==> src/rtl/imem_port_arbiter.sv <==
// ----------------------------------------------------------------------------
// imem_port_arbiter
//
// Arbitrates the byte-wide instruction memory port between the fetch path
// and the program loader. A 32-bit fetch is four sequential byte reads,
// assembled little-endian. Loader byte writes are interleaved between
// fetches under round-robin arbitration. This block is the only master of
// the memory port.
//
// Ports:
//   clk          in   1  rising-edge clock
//   reset        in   1  asynchronous, active-high reset
//   fetch_req    in   1  fetch request (level)
//   fetch_addr   in  32  instruction byte address, latched at grant
//   instruction  out 32  assembled instruction, valid with fetch_valid
//   fetch_valid  out  1  one-cycle pulse when a fetch completes
//   fetch_fault  out  1  with fetch_valid when the fetch was rejected
//   load_req     in   1  loader write request (level)
//   load_addr    in  32  loader byte address, latched at grant
//   load_data    in   8  loader byte, latched at grant
//   load_ack     out  1  one-cycle pulse in the write cycle
//   mem_addr     out 32  memory byte address
//   mem_we       out  1  memory write enable
//   mem_wdata    out  8  memory write byte
//   mem_rdata    in   8  memory read byte (combinational from mem_addr)
//   busy         out  1  high while fetching or writing
// ----------------------------------------------------------------------------
module imem_port_arbiter #(
   parameter int unsigned MEM_BYTES = 472,
   parameter logic [31:0] NOP_INST  = 32'h00000013
) (
   input  logic        clk,
   input  logic        reset,
   input  logic        fetch_req,
   input  logic [31:0] fetch_addr,
   output logic [31:0] instruction,
   output logic        fetch_valid,
   output logic        fetch_fault,
   input  logic        load_req,
   input  logic [31:0] load_addr,
   input  logic [7:0]  load_data,
   output logic        load_ack,
   output logic [31:0] mem_addr,
   output logic        mem_we,
   output logic [7:0]  mem_wdata,
   input  logic [7:0]  mem_rdata,
   output logic        busy
);

   localparam int unsigned ADDR_W = 32;
   localparam int unsigned DATA_W = 8;
   localparam int unsigned INST_W = 32;
   localparam int unsigned CNT_W  = 2;

   // Highest legal word-fetch base and first illegal byte address.
   localparam logic [ADDR_W-1:0] LAST_FETCH_ADDR = ADDR_W'(MEM_BYTES - 4);
   localparam logic [ADDR_W-1:0] MEM_LIMIT       = ADDR_W'(MEM_BYTES);

   typedef enum logic [1:0] {
      S_IDLE  = 2'd0,
      S_FETCH = 2'd1,
      S_WRITE = 2'd2
   } state_t;

   typedef enum logic {
      GRANT_FETCH  = 1'b0,
      GRANT_LOADER = 1'b1
   } grant_t;

   // Architectural state
   state_t              state, state_d;
   logic [CNT_W-1:0]    cnt, cnt_d;
   logic [ADDR_W-1:0]   base, base_d;
   grant_t              last_grant, last_grant_d;
   logic [INST_W-9:0]   asm_buf, asm_buf_d;

   // Next values of the registered outputs
   logic [INST_W-1:0]   instruction_d;
   logic                fetch_valid_d;
   logic                fetch_fault_d;
   logic                load_ack_d;
   logic [ADDR_W-1:0]   mem_addr_d;
   logic                mem_we_d;
   logic [DATA_W-1:0]   mem_wdata_d;
   logic                busy_d;

   // Grant qualification
   logic                fetch_ok_c;
   logic                load_in_range_c;
   logic                pick_fetch_c;
   logic                pick_load_c;

   // Fetch must be word aligned and the whole word must lie inside memory.
   assign fetch_ok_c      = (fetch_addr[1:0] == 2'b00) && (fetch_addr <= LAST_FETCH_ADDR);
   assign load_in_range_c = (load_addr < MEM_LIMIT);

   // Round-robin pick: on a tie, the requester not granted last wins.
   assign pick_fetch_c = fetch_req && (!load_req || (last_grant == GRANT_LOADER));
   assign pick_load_c  = load_req && !pick_fetch_c;

   // Next-state and next-output logic
   always_comb begin
      state_d       = state;
      cnt_d         = cnt;
      base_d        = base;
      last_grant_d  = last_grant;
      asm_buf_d     = asm_buf;
      instruction_d = instruction;
      fetch_valid_d = 1'b0;
      fetch_fault_d = 1'b0;
      load_ack_d    = 1'b0;
      mem_addr_d    = '0;
      mem_we_d      = 1'b0;
      mem_wdata_d   = '0;

      unique case (state)
         S_IDLE: begin
            if (pick_fetch_c) begin
               last_grant_d = GRANT_FETCH;
               if (fetch_ok_c) begin
                  state_d    = S_FETCH;
                  cnt_d      = '0;
                  base_d     = fetch_addr;
                  mem_addr_d = fetch_addr;
               end else begin
                  // Rejected fetch: stay idle, report a fault with a NOP.
                  fetch_valid_d = 1'b1;
                  fetch_fault_d = 1'b1;
                  instruction_d = NOP_INST;
               end
            end else if (pick_load_c) begin
               last_grant_d = GRANT_LOADER;
               state_d      = S_WRITE;
               mem_addr_d   = load_addr;
               mem_wdata_d  = load_data;
               mem_we_d     = load_in_range_c;
               load_ack_d   = 1'b1;
            end
         end

         S_FETCH: begin
            // Capture the byte addressed this cycle; the last byte completes the word.
            unique case (cnt)
               2'd0: asm_buf_d[7:0]   = mem_rdata;
               2'd1: asm_buf_d[15:8]  = mem_rdata;
               2'd2: asm_buf_d[23:16] = mem_rdata;
               default: begin
                  instruction_d = {mem_rdata, asm_buf};
                  fetch_valid_d = 1'b1;
               end
            endcase

            if (cnt == 2'd3) begin
               state_d = S_IDLE;
               cnt_d   = '0;
            end else begin
               cnt_d      = cnt + 2'd1;
               mem_addr_d = base + ADDR_W'(cnt) + 32'd1;
            end
         end

         S_WRITE: begin
            state_d = S_IDLE;
         end

         default: begin
            state_d = S_IDLE;
            cnt_d   = '0;
         end
      endcase

      busy_d = (state_d != S_IDLE);
   end

   // State and output registers
   always_ff @(posedge clk or posedge reset) begin
      if (reset) begin
         state       <= S_IDLE;
         cnt         <= '0;
         base        <= '0;
         last_grant  <= GRANT_LOADER;
         asm_buf     <= '0;
         instruction <= '0;
         fetch_valid <= 1'b0;
         fetch_fault <= 1'b0;
         load_ack    <= 1'b0;
         mem_addr    <= '0;
         mem_we      <= 1'b0;
         mem_wdata   <= '0;
         busy        <= 1'b0;
      end else begin
         state       <= state_d;
         cnt         <= cnt_d;
         base        <= base_d;
         last_grant  <= last_grant_d;
         asm_buf     <= asm_buf_d;
         instruction <= instruction_d;
         fetch_valid <= fetch_valid_d;
         fetch_fault <= fetch_fault_d;
         load_ack    <= load_ack_d;
         mem_addr    <= mem_addr_d;
         mem_we      <= mem_we_d;
         mem_wdata   <= mem_wdata_d;
         busy        <= busy_d;
      end
   end

endmodule
==> config.mk <==
export PLATFORM = sky130hd
export DESIGN_NAME = imem_port_arbiter
export DESIGN_NICKNAME = d
export VERILOG_FILES = /design/src/rtl/imem_port_arbiter.sv
export SDC_FILE = /design/constraint.sdc
export NUM_CORES = 1
export LEC_CHECK = 0
export BUFFER_PORTS_ARGS = -buffer_cell sky130_fd_sc_hd__buf_2
export CAP_MARGIN = 20
export CORE_AREA = 2 2 108 110
export CTS_BUF_LIST = sky130_fd_sc_hd__clkbuf_8
export DETAILED_ROUTE_END_ITERATION = 8
export DIE_AREA = 0 0 110 112
export PLACE_DENSITY = 0.81
export SLEW_MARGIN = 40
export SYNTH_ARGS = -nofsm -noshare
export SYNTH_HDL_FRONTEND = slang
export SYNTH_SLANG_ARGS = --single-unit
==> constraint.sdc <==
create_clock -name clk -period 11.9 [get_ports clk]
set_clock_uncertainty 0.2 [all_clocks]
set_input_delay 2.38 -clock clk [delete_from_list [all_inputs] [get_ports clk]]
set_output_delay 2.38 -clock clk [all_outputs]
set_load 0.01 [all_outputs]
==> results.txt <==
DR DRC count - 0
largest net degree at the start of global routing - 79
CP Data Arrival Time - 4.17 ns
register-to-register setup slack - 9.05 ns
RSZ-0062 raised after global routing - no
GR Util All Layers - 23.70%
Pleak - 3.615 nW
Critical Path Start Type - input pin
PnR worst setup slack - 7.854 ns
critical path peak fanout - 39
status - finished clean
die area - 12320 um2
CTS buffer count - 17
Setup WS pre-CTS - 7.387 ns
Max-Cap Viols - 0
layout cells sized above 1 - 34.13%
synthesized instance count - 542
Crit Path Category - in2reg
flop and latch count out of synthesis - 138
Initial Util - 52.88%
Syn Nets - 633
worst vdd ir - 0.08377 mV
Synth cell types - 46
Reg2Reg Launch Point - cnt[0]
vias in the first global route - 4558
CORE AREA - 11170 um2
row cnt - 39
CTS tree - done
DR iter-0 viols - 303
Clock Tree Buf Depth - 2
Synth Cell Area - 5909 um2
FMAX - 0.2472 GHz
GRT met3 Usage - 6.557%
remaining antenna violation count - 0
initial antenna violation count - 0
# IOs - 161
WHS Path Cells - 2
Root Driver - clkbuf_8
nets - 790
RR Endpoint - mem_addr[10]
Critical Path RT - 12.02 ns
worst-case hold path end point - instruction[7]
Worst Tran Pin Value - 0.8846 ns
Port Buffers - 160
sequential area share after synthesis - 58.46%
wire per inst - 16.41 um
Min-Delay Path Class - reg2reg
clock sinks - 138
worst hold start - asm_buf[7]
first-pass GRT wire length - 22.16 mm
GR peak layer - met2
Pwr Density - 138.9 nW/um2
hold_buf cts - 0
Clk Latency, worst-skew pair - 0.44 ns
Final Slew Violations - 0
Post-CTS Resized - 0
worst hold slack - 0.2807 ns
Total Power - 0.001012 W
minimum clock period - 4.046 ns
Die Y - 112 um
Vias - 4651
Final Hold Vio Count - 0
async set or reset register ratio after synthesis - 100.0%
Slew HR - 40.58%
final critical-path share of the clock period - 34.00%
1st-pass router iterations - 5
GRT met2 Usage - 37.10%
GRT overflow - 0
mean post-synth cell area - 10.90 um2
Die X-Extent - 110 um
crit end category - flip-flop
DR vias/cell - 5.440
drt total wl - 14.03 mm
Antenna Cells - 0
Yosys warnings - 0
HPWL Detailed - 9.804 mm
post-CTS setup buffers - 0
EDFF count, synth - 0
synthesis-to-layout area growth - 23.25%
met1 Usage GRT - 30.54%
CTS HTree Levels - 4
Final Setup Violations - 0
setup_tns - 0 ns
R2R cell count - 8
Routability Congestion - 0.8267
Clk pin slew, worst setup/hold paths - 0.08 ns
Synth Flop Type - dfrtp_1
-- logic make-up after synthesis --
family,Yosys count,share of synthesized area (%)
mux,30,5.717
fa+ha+maj,7,1.609
simple gates,223,19.01
buf+inv,35,2.816
compound gates,79,7.940
xor+xnor,30,4.446
flops,138,58.46
-- cell usage after synthesis, types with 4 or more instances --
master	count	share of area, %
xnor2_1	4	0.59
a21oi_1	6	0.51
xor2_1	26	3.9
a221o_1	5	0.85
buf_2	10	0.85
nor3_1	9	0.76
nor4_1	11	1.2
dfrtp_1	137	58
and2_1	10	1.1
nand4_1	12	1.3
nand2_1	98	6.2
and4_1	5	0.74
clkbuf_1	14	0.89
nor2b_1	26	2.8
o21ai_0	46	3.9
inv_1	7	0.44
nand3_1	14	1.2
ha_1	6	1.3
and3_1	10	1.1
nor2_1	18	1.1
o21ai_1	9	0.76
mux2_2	30	5.7
-- cell type report --
| class | count | area, um2 |
|---|---|---|
| clock buffer | 17 | 234.0 |
| inverter | 8 | 35.03 |
| sequential | 138 | 3455 |
| timing repair buffer | 165 | 857.1 |
| multi-input combinational | 369 | 2312 |
| tap | 143 | 178.9 |
| clock inverter | 15 | 211.5 |
| fill | 866 | 3891 |
-- how the worst max path moves through the flow --
stage / start / endpoint / slack, ns / cells past startpoint
finish: fetch_addr[0] / base[8] / 7.85 / 6
global route: fetch_addr[0] / base[8] / 7.70 / 6
CTS: fetch_addr[0] / base[5] / 7.85 / 6
detailed placement: fetch_addr[0] / base[5] / 7.39 / 6
global placement: fetch_addr[0] / base[8] / 7.46 / 6
floorplan: reset / asm_buf[0] / 5.63 / 1
-- worst max-delay path, cell delays in order --
cell,delay [ns]
buf_2,0.10
nor4_1,0.28
nand4_1,0.25
nor4_4,0.30
buf_4,0.45
mux2_2,0.39
-- power by group --
group          internal, W  leakage (nW)  switching (W)
clock             0.000233         0.222       0.000187
sequential        0.000490          1.81     0.00000908
combinational    0.0000370          1.58      0.0000561
-- metrics by stage --
stage / utilization, % / std cells / instance area, um2
5_1_grt: 65.18 / 855 / 7283
3_3_place_gp: 60.82 / 821 / 6797
6_report: 65.18 / 855 / 7283
3_5_place_dp: 61.17 / 823 / 6835
2_1_floorplan: - / 542 / 5909
4_1_cts: 65.16 / 855 / 7281
-- routing by layer --
layer  vias up  share of wire, %
met5         -                 0
met4         0               3.2
met3        45               7.0
met2       197                49
met1      2244                41
li1       2165                 -
-- registers in the layout, indices dropped and copies added, names as in the netlist --
register     cells
base            32
instruction     32
mem_addr        32
asm_buf         24
mem_wdata        8
cnt              2
state            2
busy             1
fetch_fault      1
fetch_valid      1
last_grant       1
load_ack         1
mem_we           1
-- cells in the final DEF, fill, tap and decap left out, types with 4 or more instances in the layout --
| cell | n |
|---|---|
| inv_6 | 7 |
| a221o_1 | 5 |
| nor3_1 | 9 |
| o21ai_1 | 9 |
| nor4_1 | 11 |
| mux2_2 | 30 |
| and2_1 | 9 |
| nand3_1 | 14 |
| inv_1 | 6 |
| nand4_1 | 12 |
| nor2_1 | 17 |
| xnor2_1 | 4 |
| o21ai_0 | 46 |
| bufinv_16 | 4 |
| xor2_1 | 26 |
| and3_1 | 10 |
| nor2b_1 | 26 |
| a21oi_1 | 6 |
| and4_1 | 5 |
| dfrtp_1 | 137 |
| clkbuf_8 | 17 |
| ha_1 | 6 |
| buf_2 | 160 |
| nand2_1 | 97 |
(Power assumes the default switching activity.)
